`config.mk`:
```
export PLATFORM = sky130hd
export DESIGN_NAME = ads124x_scan_ctrl
export DESIGN_NICKNAME = d
export VERILOG_FILES = /design/src/rtl/ads124x_scan_ctrl.sv
export SDC_FILE = /design/constraint.sdc
export NUM_CORES = 1
export LEC_CHECK = 0
export CORE_MARGIN = 2
export CORE_UTILIZATION = 54
export CTS_CLUSTER_DIAMETER = 120
export DETAILED_ROUTE_END_ITERATION = 10
export GPL_ROUTABILITY_DRIVEN = 0
export PLACE_DENSITY = 0.82
export SLEW_MARGIN = 15
export SYNTH_ARGS = -nofsm -noshare
export SYNTH_HDL_FRONTEND = slang
export SYNTH_SLANG_ARGS = --single-unit
```
`constraint.sdc`:
```
create_clock -name aclk_i -period 5.75 [get_ports aclk_i]
set_input_delay 1.15 -clock aclk_i [delete_from_list [all_inputs] [get_ports aclk_i]]
set_output_delay 1.15 -clock aclk_i [all_outputs]
set_load 0.02 [all_outputs]
```
`src/rtl/ads124x_scan_ctrl.sv`:
```
// ads124x_scan_ctrl
// Channel-scan sequencer for an ADS124x delta-sigma ADC. For each enabled
// slot it writes MUX0 (WREG 0x40 0x00 <mux>) through a byte-level SPI
// engine, pulses START, waits for DRDY (with a timeout), reads the 24-bit
// result (RDATA 0x12 + 3 dummy bytes) and emits a slot-tagged sample on an
// AXI4-Stream master.
//
// Ports:
//   aclk_i, areset_i         clock, asynchronous active-high reset
//   enable_i                 run the scan loop while high
//   chan_en_i, chan_mux_i    per-slot enable mask and MUX0 values (8b/slot)
//   cmd_*_o, cmd_ready_i     byte requests to the SPI engine
//   rsp_data_i, rsp_valid_i  bytes returned by the SPI engine
//   start_o, drdy_n_i        ADS124x START / DRDY pins
//   m_axis_*                 sample stream {slot, timeout, 3'b0, data[23:0]}
//   busy_o                   FSM not in IDLE
//   timeout_cnt_o            saturating count of DRDY timeouts
module ads124x_scan_ctrl #(
  parameter int NUM_CH  = 8,
  parameter int START_W = 4,
  parameter int TIMEOUT = 2_000_000
) (
  input  logic                  aclk_i,
  input  logic                  areset_i,
  input  logic                  enable_i,
  input  logic [NUM_CH-1:0]     chan_en_i,
  input  logic [8*NUM_CH-1:0]   chan_mux_i,
  output logic [7:0]            cmd_data_o,
  output logic                  cmd_last_o,
  output logic                  cmd_valid_o,
  input  logic                  cmd_ready_i,
  input  logic [7:0]            rsp_data_i,
  input  logic                  rsp_valid_i,
  output logic                  start_o,
  input  logic                  drdy_n_i,
  output logic [31:0]           m_axis_tdata_o,
  output logic                  m_axis_tvalid_o,
  input  logic                  m_axis_tready_i,
  output logic                  busy_o,
  output logic [15:0]           timeout_cnt_o
);

  localparam int TW = $clog2(TIMEOUT);
  localparam int SW = (START_W > 1) ? $clog2(START_W) : 1;

  typedef enum logic [2:0] {
    S_IDLE, S_WREG, S_START_P, S_WAIT_DRDY, S_RDATA, S_OUT
  } state_t;

  state_t        state_q;
  logic [3:0]    slot_q, ptr_q;
  logic [7:0]    mux_q;
  logic [2:0]    byte_cnt_q, rsp_cnt_q;
  logic          cmd_valid_q, cmd_last_q;
  logic [7:0]    cmd_data_q;
  logic          start_q;
  logic [SW-1:0] start_cnt_q;
  logic [TW-1:0] wait_q;
  logic [15:0]   data_hi_q;
  logic [31:0]   tdata_q;
  logic          tvalid_q;
  logic          busy_q;
  logic [15:0]   timeout_cnt_q;
  logic          drdy_s1_q, drdy_s2_q, drdy_prev_q;

  logic [2:0]    byte_cnt_d, rsp_cnt_d, frame_len_d;
  logic [3:0]    ptr_inc_d;
  logic [4:0]    pick_idle_d, pick_next_d;
  logic          drdy_fall_d;

  // Lowest enabled slot at or after 'from', wrapping modulo NUM_CH.
  // Result is {found, slot}.
  function automatic logic [4:0] find_slot(input logic [NUM_CH-1:0] en,
                                           input logic [3:0] from);
    logic [4:0] r;
    int j;
    r = 5'd0;
    for (int i = NUM_CH - 1; i >= 0; i--) begin
      j = (int'(from) + i) % NUM_CH;
      if (en[j]) r = {1'b1, j[3:0]};
    end
    return r;
  endfunction

  function automatic logic [7:0] wreg_byte(input logic [2:0] idx, input logic [7:0] mux);
    case (idx)
      3'd0:    return 8'h40;
      3'd1:    return 8'h00;
      default: return mux;
    endcase
  endfunction

  function automatic logic [7:0] rdata_byte(input logic [2:0] idx);
    return (idx == 3'd0) ? 8'h12 : 8'hFF;
  endfunction

  assign byte_cnt_d  = byte_cnt_q + {2'b00, cmd_valid_q & cmd_ready_i};
  assign rsp_cnt_d   = rsp_cnt_q + {2'b00, rsp_valid_i};
  assign frame_len_d = (state_q == S_RDATA) ? 3'd4 : 3'd3;
  assign ptr_inc_d   = (int'(slot_q) == NUM_CH - 1) ? 4'd0 : slot_q + 4'd1;
  assign pick_idle_d = find_slot(chan_en_i, ptr_q);
  assign pick_next_d = find_slot(chan_en_i, ptr_inc_d);
  assign drdy_fall_d = drdy_prev_q & ~drdy_s2_q;

  always_ff @(posedge aclk_i or posedge areset_i) begin
    if (areset_i) begin
      state_q       <= S_IDLE;
      slot_q        <= '0;
      ptr_q         <= '0;
      mux_q         <= '0;
      byte_cnt_q    <= '0;
      rsp_cnt_q     <= '0;
      cmd_valid_q   <= 1'b0;
      cmd_last_q    <= 1'b0;
      cmd_data_q    <= '0;
      start_q       <= 1'b0;
      start_cnt_q   <= '0;
      wait_q        <= '0;
      data_hi_q     <= '0;
      tdata_q       <= '0;
      tvalid_q      <= 1'b0;
      busy_q        <= 1'b0;
      timeout_cnt_q <= '0;
      drdy_s1_q     <= 1'b1;
      drdy_s2_q     <= 1'b1;
      drdy_prev_q   <= 1'b0;
    end else begin
      drdy_s1_q   <= drdy_n_i;
      drdy_s2_q   <= drdy_s1_q;
      drdy_prev_q <= drdy_s2_q;

      // Byte streaming shared by WREG and RDATA: next byte follows acceptance.
      if (cmd_valid_q && cmd_ready_i) begin
        byte_cnt_q <= byte_cnt_d;
        if (byte_cnt_d == frame_len_d) begin
          cmd_valid_q <= 1'b0;
          cmd_last_q  <= 1'b0;
        end else begin
          cmd_data_q <= (state_q == S_RDATA) ? rdata_byte(byte_cnt_d)
                                             : wreg_byte(byte_cnt_d, mux_q);
          cmd_last_q <= (byte_cnt_d == frame_len_d - 3'd1);
        end
      end
      if (rsp_valid_i) rsp_cnt_q <= rsp_cnt_d;

      case (state_q)
        S_IDLE: begin
          busy_q <= 1'b0;
          if (enable_i && pick_idle_d[4]) begin
            slot_q      <= pick_idle_d[3:0];
            mux_q       <= chan_mux_i[8*pick_idle_d[3:0] +: 8];
            byte_cnt_q  <= '0;
            rsp_cnt_q   <= '0;
            cmd_valid_q <= 1'b1;
            cmd_data_q  <= 8'h40;
            cmd_last_q  <= 1'b0;
            busy_q      <= 1'b1;
            state_q     <= S_WREG;
          end
        end

        S_WREG: begin
          // All three WREG responses back means the frame is finished.
          if (rsp_valid_i && rsp_cnt_d == 3'd3) begin
            start_q     <= 1'b1;
            start_cnt_q <= SW'(START_W - 1);
            drdy_prev_q <= 1'b0;
            state_q     <= S_START_P;
          end
        end

        S_START_P: begin
          if (start_cnt_q == '0) begin
            start_q <= 1'b0;
            wait_q  <= TW'(TIMEOUT - 1);
            state_q <= S_WAIT_DRDY;
          end else begin
            start_cnt_q <= start_cnt_q - 1'b1;
          end
        end

        S_WAIT_DRDY: begin
          if (drdy_fall_d) begin
            byte_cnt_q  <= '0;
            rsp_cnt_q   <= '0;
            cmd_valid_q <= 1'b1;
            cmd_data_q  <= 8'h12;
            cmd_last_q  <= 1'b0;
            data_hi_q   <= '0;
            state_q     <= S_RDATA;
          end else if (wait_q == '0) begin
            tdata_q  <= {slot_q, 1'b1, 3'b000, 24'h000000};
            tvalid_q <= 1'b1;
            if (timeout_cnt_q != 16'hFFFF) timeout_cnt_q <= timeout_cnt_q + 16'd1;
            state_q  <= S_OUT;
          end else begin
            wait_q <= wait_q - 1'b1;
          end
        end

        S_RDATA: begin
          // Response 0 answers the RDATA opcode and is dropped.
          if (rsp_valid_i) begin
            case (rsp_cnt_q)
              3'd1: data_hi_q[15:8] <= rsp_data_i;
              3'd2: data_hi_q[7:0]  <= rsp_data_i;
              3'd3: begin
                tdata_q  <= {slot_q, 4'b0000, data_hi_q, rsp_data_i};
                tvalid_q <= 1'b1;
                state_q  <= S_OUT;
              end
              default: ;
            endcase
          end
        end

        S_OUT: begin
          if (m_axis_tready_i) begin
            tvalid_q <= 1'b0;
            ptr_q    <= ptr_inc_d;
            if (enable_i && pick_next_d[4]) begin
              slot_q      <= pick_next_d[3:0];
              mux_q       <= chan_mux_i[8*pick_next_d[3:0] +: 8];
              byte_cnt_q  <= '0;
              rsp_cnt_q   <= '0;
              cmd_valid_q <= 1'b1;
              cmd_data_q  <= 8'h40;
              cmd_last_q  <= 1'b0;
              state_q     <= S_WREG;
            end else begin
              busy_q  <= 1'b0;
              state_q <= S_IDLE;
            end
          end
        end

        default: begin
          busy_q  <= 1'b0;
          state_q <= S_IDLE;
        end
      endcase
    end
  end

  assign cmd_data_o      = cmd_data_q;
  assign cmd_last_o      = cmd_last_q;
  assign cmd_valid_o     = cmd_valid_q;
  assign start_o         = start_q;
  assign m_axis_tdata_o  = tdata_q;
  assign m_axis_tvalid_o = tvalid_q;
  assign busy_o          = busy_q;
  assign timeout_cnt_o   = timeout_cnt_q;

endmodule
```
==> reports/qor.yml, run 1 <==
pwr:
  p_clk_share_pct: 17.4
  intPower_mw: 3.638
  p_leak_nw: 4.261
  p_per_area_nw_per_um2: 638.5
  vdd_drop_max_uv: 470.4
  combPwrFrac_pct: 61.5
  switchingPower_mw: 2.884
  seqPwrFrac_pct: 21.1
  netSwitchingFraction_pct: 44.22
sta:
  skew_ns: 0.01114
  finalMaxSlewViolations: 0
  setup_tns_ns: 0
  period_minus_slack_ns: 4.682
  whs_ns: 0.3597
  setup_ws_ns: 1.068
  max_slew_margin_pct: 25.28
  hold_violations: 0
  max_freq_mhz: 213.6
  setup_viol: 0
  grt_setup_unrepaired: "false"
  min_period_over_period_pct: 81.43
  tightest_slew_ns: 1.121
route:
  met1_length_um: 8602
  wl_per_cell_um: 17.51
  first_pass_iters: 4
  drt_iter0_drc: 452
  top_layer: "met4"
  via_per_inst: 6.123
  wl_met3_um: 1459
  vias: 7195
  wl_um: 20580
  wl_met2_um: 10100
  detail_route.drc_violations: 0
  postRouteAntennaNets: 0
worst_setup_path:
  path_class: "reg2reg"
  reg2reg_to: "mux_q[4]"
  path_max_fanout: 16
  r2r_slack_ns: 1.07
  reg2regPathDepth: 14
  endpoint: "mux_q[4]"
  startpoint_type: "flop"
  crit_start: "slot_q[1]"
  r2r_start: "slot_q[1]"
  worstPathArrival_ns: 4.99
  end_kind: "flop"
  cp.required_ns: 6.06
place:
  dp_hpwl_um: 14750
  dp_cells: 1143
  io_buffers: 143
  dp_slack_ns: 0.7553
cells_and_area:
  multiInputGateArea_um2: 4700
  regArea_um2: 3055
  areaGrowthSynthToFinish_pct: 25.96
  mostFrequentLayoutCells: "clkdlybuf4s50_1 (143), dfrtp_1 (120), nand2_1 (102), nor2_1 (80), o21ai_0 (58)"
  final_common_cell: "clkdlybuf4s50_1"
  nNetsFinal: 1077
  fillers: 1080
  stdcell_count: 1175
  diodes: 0
  drive_above_1_share_pct: 13.22
  post-route-util_pct: 70.03
clock_tree:
  ctsHoldBuffers: 0
  clk_pin_slew_ns: 0.06
  numCtsBuffers: 17
  insertion_delay_ns: 0.41
  cts_root_buf: "clkbuf_16"
  cts_setup_buffers: 0
  cts.sinks: 122
  cts_tree: "done"
  cts.path.max_buffers: 2
  post_cts_resized: 0
  cts_max_level: 4
flow_run:
  maxCapViolations: 0
synthesis:
  synth-seq-area-share_pct: 37.67
  synth.distinct_cells: 83
  syn-cell-area_um2: 8110
  synth_seq_cells: 122
  syn_inst: 862
  syn_avg_cell_area_um2: 9.409
  async_reset_ff_share_pct: 100.0
  ys_warn_count: 0
  synthFlopType: "dfrtp_1"
  synth_edf_count: 0
grt:
  grt_pass1_vias: 6874
  grt_pass1_wl_um: 33880
  grt_max_degree: 61
  antenna_found_initial: 0
  grt-ovfl-total: 0
  grt.total_usage_pct: 25.99
worst_hold_path:
  hold_path.class: "reg2reg"
  min_path_cells: 0
status:
  outcome: "complete, no violations"
floorplan:
  die_y_um: 126.6
  initial_core_util_pct: 55.59
  coreArea_um2: 14590
  num_io_pins: 148
  dieArea_um2: 16010
  rows: 44
  die_w_um: 126.6
## worst max-delay path: stages (launching register included)
cell      delay [ns]
dfrtp_1         0.46
ha_1            0.22
ha_1            0.37
nor2_4          0.46
inv_1           0.25
ha_1            0.30
xnor2_1         0.33
mux2_2          0.42
mux2i_1         0.17
a31oi_1         0.19
a311oi_4        0.35
buf_4           0.36
mux2i_1         0.13
mux2_2          0.27
a211oi_1        0.27
## state kept, by name, summed over array words and instances, names as in the netlist, 3 cells and up
register        cells
byte_cnt_q          3
cmd_data_o          8
data_hi_q          16
m_axis_tdata_o     28
mux_q               8
ptr_q               3
rsp_cnt_q           3
slot_q              3
state_q             3
timeout_cnt_o      16
wait_q             21
## Yosys cell counts (all sizes together), types with 5 or more instances
cell type	n	area, um2
dfrtp	120	3003
nand2	102	382.9
nor2	81	311.6
o21ai	60	304.0
mux2i	43	430.4
mux2	42	473.0
buf	31	201.4
clkbuf	29	108.9
a21oi	28	140.1
xnor2	25	226.5
inv	23	86.34
a211oi	20	165.2
nand3	17	85.08
a22o	16	140.1
mux4	16	360.4
nor3	16	91.34
nor2b	15	93.84
nand2b	14	87.58
ha	12	150.1
o22ai	12	75.07
xor2	12	105.1
o211ai	11	82.58
a31oi	9	56.30
o221ai	8	70.07
or3	8	50.05
and2	7	46.30
and3	5	36.28
nor3b	5	42.54
## layout make-up
| type | count | share of cell area (%) |
|---|---|---|
| Clock buffer | 20 | 4.470 |
| Clock inverter | 12 | 1.678 |
| Inverter | 23 | 0.8696 |
| Multi-Input combinational cell | 660 | 46.00 |
| Sequential cell | 122 | 29.91 |
| Tap cell | 184 | 2.254 |
| Timing Repair Buffer | 154 | 14.82 |
## kinds of logic (layout without fill, tap and decap cells)
group	after synthesis	after routing	share of synthesized area, %
and+or+nand+nor	301	301	18.56
xor gates and xnor gates	37	37	4.088
muxes	101	101	15.58
adders and majority gates	12	12	1.851
other	1	4	0.04624
buffers and inverters	83	209	4.890
AOI/OAI and AO/OA	205	205	17.31
DFF	122	122	37.67
## per-stage QoR
step                      area (um2)  power, mW
after global routing           10220      6.947
after floorplan                 8122      4.482
after global placement          9575      5.214
final                          10220      6.523
after detailed placement        9575      5.300
after CTS                      10200      6.460
## power by group through the flow
stage / sequential [mW] / clock [mW] / combinational (mW)
after floorplan: 1.35 / 0 / 3.14
after global placement: 1.37 / 0 / 3.85
after detailed placement: 1.37 / 0 / 3.93
after CTS: 1.37 / 1.14 / 3.95
after global routing: 1.41 / 1.18 / 4.35
final: 1.38 / 1.14 / 4.01
## worst min-delay path by stage
stage               startpoint        end
global route         drdy_s1_q  drdy_s2_q
finish               drdy_s1_q  drdy_s2_q
global placement     drdy_s1_q  drdy_s2_q
CTS                  drdy_s1_q  drdy_s2_q
detailed placement   drdy_s1_q  drdy_s2_q
floorplan            drdy_s1_q  drdy_s2_q
## routing by layer
| metal | vias up | track usage [%] |
|---|---|---|
| met2 | 304 | 43.60 |
| met5 | - | 0 |
| li1 | 3361 | - |
| met4 | 0 | 8.209 |
| met3 | 32 | 5.567 |
| met1 | 3498 | 33.85 |
Power figures use the tool's default switching activity.
==> inputs of run 2 (changes only) <==
--- a/config.mk
+++ b/config.mk
@@ -6,11 +6,11 @@
 export NUM_CORES = 1
 export LEC_CHECK = 0
 export CORE_MARGIN = 2
-export CORE_UTILIZATION = 54
+export CORE_UTILIZATION = 48
 export CTS_CLUSTER_DIAMETER = 120
 export DETAILED_ROUTE_END_ITERATION = 10
 export GPL_ROUTABILITY_DRIVEN = 0
-export PLACE_DENSITY = 0.82
+export PLACE_DENSITY = 0.77
 export SLEW_MARGIN = 15
 export SYNTH_ARGS = -nofsm -noshare
 export SYNTH_HDL_FRONTEND = slang
==> constraint.sdc (replaced) <==
create_clock -name aclk_i -period 4.3 [get_ports aclk_i]
set_input_delay 0.86 -clock aclk_i [delete_from_list [all_inputs] [get_ports aclk_i]]
set_output_delay 0.86 -clock aclk_i [all_outputs]
set_load 0.02 [all_outputs]
==> run 2 against run 1 <==
Net effect: design area up 3.5%; utilization down 6.0 points; count of clock-buffer cells in the layout down 3; routed wire length up 2.7%; flip-flop and latch count unchanged; setup slack worse by 0.75 ns; non-clock buffer count up 36; critical path depth down 1.
==> reports/qor.yml, run 2 (synthesis gave the netlist of run 1 again) <==
floorplan:
  rows: 47  # +6.8%
  die_w_um: 134.0  # +5.9%
  coreArea_um2: 16520  # +13%
  initial_core_util_pct: 49.08  # -6.5 points
  num_io_pins: 148  # unchanged
  dieArea_um2: 17950  # +12%
  die_y_um: 134.0  # +5.9%
cells_and_area:
  post-route-util_pct: 64.00  # -6.0 points
  nNetsFinal: 1113  # +3.3%
  multiInputGateArea_um2: 4707  # +0.16%
  fillers: 1244  # +15%
  diodes: 0  # unchanged
  areaGrowthSynthToFinish_pct: 30.41
  largest_register_ffs: 28  # unchanged
  mostFrequentLayoutCells: "clkdlybuf4s50_1 (143), dfrtp_1 (120), nand2_1 (102), nor2_1 (80), o21ai_0 (58)"
  final_common_cell: "clkdlybuf4s50_1"
  regArea_um2: 3055  # unchanged
  stdcell_count: 1247  # +6.1%
  drive_above_1_share_pct: 16.55  # +3.3 points
worst_setup_path:
  end_kind: "flop"
  worstPathArrival_ns: 4.30  # -0.69 ns
  startpoint_type: "primary input"
  reg2regPathDepth: 13  # -1
  path_class: "in2reg"
  cp.required_ns: 4.62  # -1.44 ns
  path_max_fanout: 13  # -3
clock_tree:
  ctsHoldBuffers: 0  # unchanged
  cts_root_buf: "clkbuf_16"
  numCtsBuffers: 17  # unchanged
  cts_tree: "done"
  cts_setup_buffers: 0  # unchanged
  cts.sinks: 122  # unchanged
  post_cts_resized: 0  # unchanged
  cts_max_level: 4  # unchanged
  insertion_delay_ns: 0.42  # about the same
  cts.path.max_buffers: 2  # unchanged
  clk_pin_slew_ns: 0.06  # about the same
status:
  outcome: "complete, no violations"
place:
  dp_slack_ns: -0.03618  # -0.7915 ns
  dp_cells: 1215  # +6.3%
  io_buffers: 143  # unchanged
  dp_hpwl_um: 15160  # +2.8%
worst_hold_path:
  hold_path.class: "reg2reg"
  min_path_cells: 0  # unchanged
sta:
  period_minus_slack_ns: 3.981
  skew_ns: 0.007534  # -0.003608 ns
  grt_setup_unrepaired: "false"
  finalMaxSlewViolations: 0  # unchanged
  max_slew_margin_pct: 47.49  # +22 points
  whs_ns: 0.3558  # -0.003918 ns
  max_freq_mhz: 251.2
  setup_viol: 0  # unchanged
  setup_ws_ns: 0.3193  # -0.7487 ns
  tightest_slew_ns: 0.7840  # -0.3368 ns
  hold_violations: 0  # unchanged
  min_period_over_period_pct: 92.57
grt:
  antenna_found_initial: 0  # unchanged
  grt_pass1_wl_um: 35240  # +4.0%
  grt_max_degree: 70  # +15%
  grt_pass1_vias: 7095  # +3.2%
  grt.total_usage_pct: 24.15  # -1.8 points
  grt-ovfl-total: 0  # unchanged
route:
  wl_um: 21130  # +2.7%
  drt_iter0_drc: 422  # -6.6%
  via_per_inst: 5.825  # -4.9%
  postRouteAntennaNets: 0  # unchanged
  detail_route.drc_violations: 0  # unchanged
  vias: 7264  # +0.96%
  wl_per_cell_um: 16.94  # -3.2%
  first_pass_iters: 5  # +1
pwr:
  vdd_drop_max_uv: 676.2  # +44%
  p_leak_nw: 4.453  # +4.5%
  p_per_area_nw_per_um2: 863.6  # +35%
flow_run:
  maxCapViolations: 0  # unchanged
run 2: critical path: stages:
cell             delay (ns)
clkdlybuf4s50_1        0.76
buf_4                  0.22
nor2_1                 0.04
o21ai_0                0.28
and2_1                 0.25
mux2_2                 0.21
mux2i_1                0.19
a31oi_1                0.17
a311oi_4               0.40
buf_4                  0.31
mux2i_1                0.11
mux2_2                 0.27
a211oi_1               0.22
run 2: where the power goes:
| part | total, mW | leakage, nW | internal [mW] | switching, mW |
|---|---|---|---|---|
| Clock | 1.54 | 0.303 | 0.982 | 0.556 |
| Combinational | 5.85 | 2.57 | 2.70 | 3.15 |
| Sequential | 1.75 | 1.58 | 1.48 | 0.266 |
| Total | 9.13 | 4.45 | 5.16 | 3.97 |
run 2: worst paths after layout:
check	startpoint	endpoint	slack, ns
min in group asynchronous	areset_i	m_axis_tdata_o[12]	0.91
max reg2reg	slot_q[1]	mux_q[2]	0.37
max in group asynchronous	areset_i	drdy_s1_q	2.57
max	chan_en_i[7]	mux_q[2]	0.32
min	drdy_s1_q	drdy_s2_q	0.36
min reg2reg	drdy_s1_q	drdy_s2_q	0.36
run 2: routing by layer:
layer	share of wire, %	up-vias	global-route usage (%)
met5	0	-	0
met4	2.4	0	8.392
met3	6.1	43	5.480
met2	49	255	39.97
met1	43	3516	31.31
li1	-	3450	-
run 2: through the flow:
| stage | power (mW) | setup TNS, ns | instance area (um2) |
|---|---|---|---|
| after floorplan | 5.993 | 0 | 8122 |
| after global placement | 7.390 | 0 | 9916 |
| after detailed placement | 7.468 | -0.1370 | 9916 |
| after CTS | 9.071 | 0 | 10560 |
| after global routing | 9.759 | 0 | 10580 |
| final | 9.134 | 0 | 10580 |
run 2: cell type report:
type	count	area share (%)
multi-input combinational	660	44.50
tap	220	2.603
timing repair buffer	190	17.11
inverter	23	0.8399
sequential	122	28.89
clock inverter	15	2.035
clock buffer	17	4.022
==> inputs of run 3 (changes only) <==
--- a/config.mk
+++ b/config.mk
@@ -6,11 +6,11 @@
 export NUM_CORES = 1
 export LEC_CHECK = 0
 export CORE_MARGIN = 2
-export CORE_UTILIZATION = 48
+export CORE_UTILIZATION = 54
 export CTS_CLUSTER_DIAMETER = 120
 export DETAILED_ROUTE_END_ITERATION = 10
 export GPL_ROUTABILITY_DRIVEN = 0
-export PLACE_DENSITY = 0.77
+export PLACE_DENSITY = 0.82
 export SLEW_MARGIN = 15
 export SYNTH_ARGS = -nofsm -noshare
 export SYNTH_HDL_FRONTEND = slang
==> constraint.sdc (replaced) <==
create_clock -name aclk_i -period 4 [get_ports aclk_i]
set_input_delay 0.8 -clock aclk_i [delete_from_list [all_inputs] [get_ports aclk_i]]
set_output_delay 0.8 -clock aclk_i [all_outputs]
set_load 0.02 [all_outputs]
==> run 3 against run 2 <==
Net effect: clock skew decreased by 0.00080 ns; largest cell class unchanged; sequential share of layout area decreased by 0.099 points; flip-flop and latch count unchanged; design area increased by 0.34%; sequential power increased by 6%.
==> reports/qor.yml, run 3 (synthesis gave the netlist of run 1 again) <==
worst_setup_path:
  cp.required_ns: 4.31  # -0.31 ns
  slowest_stage: "ha_1"
  path_delay_family: "compound AO/OA/AOI/OAI gates"
  reg2regPathDepth: 14  # +1
  critPathBufInv: 4  # +1
  path_class: "reg2reg"
  r2r_slack_ns: 0.15  # -0.22 ns
  r2r_start: "ptr_q[0]"
  worstPathArrival_ns: 4.16  # -0.14 ns
  path_max_fanout: 12  # -1
  path_cells: "inv_2 > ha_1 > mux4_2 > and2_1 > a21oi_1 > nor2_1 > a2111oi_0 > buf_4 > a311oi_4 > buf_12 > buf_12 > mux2i_1 > mux2_2 > a211oi_1"
  end_kind: "flop"
  crit_top_cell: "buf_12"
  cpPeakStageDelay_ns: 0.62  # -0.14 ns
  reg2reg_to: "mux_q[1]"
  startpoint_type: "flop"
grt:
  busiest_layer: "met2"
  met3_usage_pct: 6.959  # +1.5 points
  grt_pass1_vias: 7489  # +5.6%
  met1_usage_pct: 36.17  # +4.9 points
  met2_usage_pct: 47.15  # +7.2 points
  grt.total_usage_pct: 28.16  # +4.0 points
  grt_max_degree: 123  # +76%
  antenna_found_initial: 0  # unchanged
  grt_pass1_wl_um: 36860  # +4.6%
  grt-ovfl-total: 0  # unchanged
worst_hold_path:
  min_to: "drdy_s2_q"
  min_path_cells: 0  # unchanged
  hold_path.class: "reg2reg"
  min_from: "drdy_s1_q"
pwr:
  p_per_area_nw_per_um2: 946.4  # +9.6%
  p_clk_share_pct: 15.2  # -1.6 points
  power.total_mw: 10.04  # +10%
  seqPwrFrac_pct: 18.6  # -0.5 points
  vdd_drop_max_uv: 817.9  # +21%
  switchingPower_mw: 4.321  # +8.9%
  intPower_mw: 5.722  # +11%
  p_leak_nw: 4.508  # +1.2%
  combPwrFrac_pct: 66.2  # +2.2 points
  netSwitchingFraction_pct: 43.02  # -0.44 points
clock_tree:
  cts.sinks: 122  # unchanged
  cts.path.max_buffers: 2  # unchanged
  ctsHoldBuffers: 0  # unchanged
  clk_pin_slew_ns: 0.05  # about the same
  cts_max_level: 4  # unchanged
  cts_root_buf: "clkbuf_16"
  numCtsBuffers: 17  # unchanged
  cts_tree: "done"
  insertion_delay_ns: 0.42  # about the same
sta:
  hold_violations: 0  # unchanged
  whs_ns: 0.3554  # -0.0004120 ns
  min_period_over_period_pct: 96.25
  setup_viol: 0  # unchanged
  setup_tns_ns: 0  # unchanged
  period_minus_slack_ns: 3.850
  max_freq_mhz: 259.7
  tightest_slew_ns: 1.087  # +0.3033 ns
  finalMaxSlewViolations: 0  # unchanged
  skew_ns: 0.006734  # -0.0007999 ns
  max_slew_margin_pct: 27.52  # -20 points
route:
  wl_um: 22210  # +5.1%
  postRouteAntennaNets: 0  # unchanged
  detail_route.drc_violations: 0  # unchanged
  drt_iter0_drc: 516  # +22%
  via_per_inst: 6.085  # +4.5%
  first_pass_iters: 5  # unchanged
  vias: 7418  # +2.1%
  wl_per_cell_um: 18.22  # +7.6%
cells_and_area:
  drive_above_1_share_pct: 17.39  # +0.84 points
  largest_register_ffs: 28  # unchanged
  nNetsFinal: 1123  # +0.90%
  diodes: 0  # unchanged
  areaGrowthSynthToFinish_pct: 30.85
  mostFrequentLayoutCells: "clkdlybuf4s50_1 (143), dfrtp_1 (120), nand2_1 (102), nor2_1 (80), o21ai_0 (58)"
  final_common_cell: "clkdlybuf4s50_1"
place:
  dp_hpwl_um: 15410  # +1.6%
  io_buffers: 143  # unchanged
floorplan:
  coreArea_um2: 14590  # -12%
  die_w_um: 126.6  # -5.5%
  num_io_pins: 148  # unchanged
  die_y_um: 126.6  # -5.5%
  rows: 44  # -6.4%
  dieArea_um2: 16010  # -11%
  initial_core_util_pct: 55.59  # +6.5 points
flow_run:
  maxCapViolations: 0  # unchanged
status:
  outcome: "complete, no violations"
-- run 3: cell types whose count changed in the layout (fill, tap and decap cells not counted), moves of 2 or more --
cell        change
clkinv_2        +7
buf_4           +5
buf_12          +3
clkinvlp_4      -2
o221ai_1        +2
clkbuf_8        +2
inv_6           -3
clkinv_4        -4
o221ai_2        -2
-- run 3: timing repair --
action                                 4_1_cts  5_1_grt
setup endpoints to repair                    0        8
endpoints found under the hold margin        0        0
buffers inserted                             0        1
resized for setup                            0        7
-- run 3: power by group through the flow --
stage | Sequential, mW | Clock (mW) | Combinational [mW]
4_1_cts | 1.86 | 1.53 | 6.31
3_5_place_dp | 1.87 | 0 | 6.22
3_3_place_gp | 1.85 | 0 | 6.11
2_1_floorplan | 1.94 | 0 | 4.51
5_1_grt | 1.90 | 1.59 | 7.17
6_report | 1.86 | 1.53 | 6.65
-- run 3: how the worst max path moves through the flow --
stage	slack [ns]	from	cells after the start	endpoint
6_report	0.15	ptr_q[0]	14	mux_q[1]
5_1_grt	-0.03	slot_q[1]	15	mux_q[1]
4_1_cts	0.03	slot_q[1]	14	mux_q[2]
3_5_place_dp	-0.18	chan_en_i[5]	11	mux_q[7]
3_3_place_gp	-0.002	chan_en_i[5]	12	mux_q[1]
2_1_floorplan	0.02	ptr_q[1]	18	mux_q[0]
-- run 3: layout make-up --
| type | count | area (um2) |
|---|---|---|
| clock buffer | 20 | 456.7 |
| clock inverter | 10 | 125.1 |
| fill | 1002 | 3976 |
| inverter | 23 | 90.09 |
| multi-input combinational | 660 | 4712 |
| sequential | 122 | 3055 |
| tap | 184 | 230.2 |
| timing repair buffer | 200 | 1943 |
-- run 3: per-layer routing --
layer  vias up  share of wire (%)
li1       3455                  -
met1      3601                 41
met2       322                 50
met3        40                7.5
met4         0                2.0
met5         -                  0
-- run 3: metrics by stage --
| stage | std cells | setup slack, ns | area, um2 | utilization, % |
|---|---|---|---|---|
| floorplan | 865 | 0.01547 | 8125 | - |
| global placement | 1187 | -0.002276 | 9957 | 68.25 |
| detailed placement | 1187 | -0.1794 | 9957 | 68.25 |
| CTS | 1217 | 0.03019 | 10540 | 72.24 |
| global route | 1219 | -0.03061 | 10610 | 72.74 |
| finish | 1219 | 0.1499 | 10610 | 72.74 |
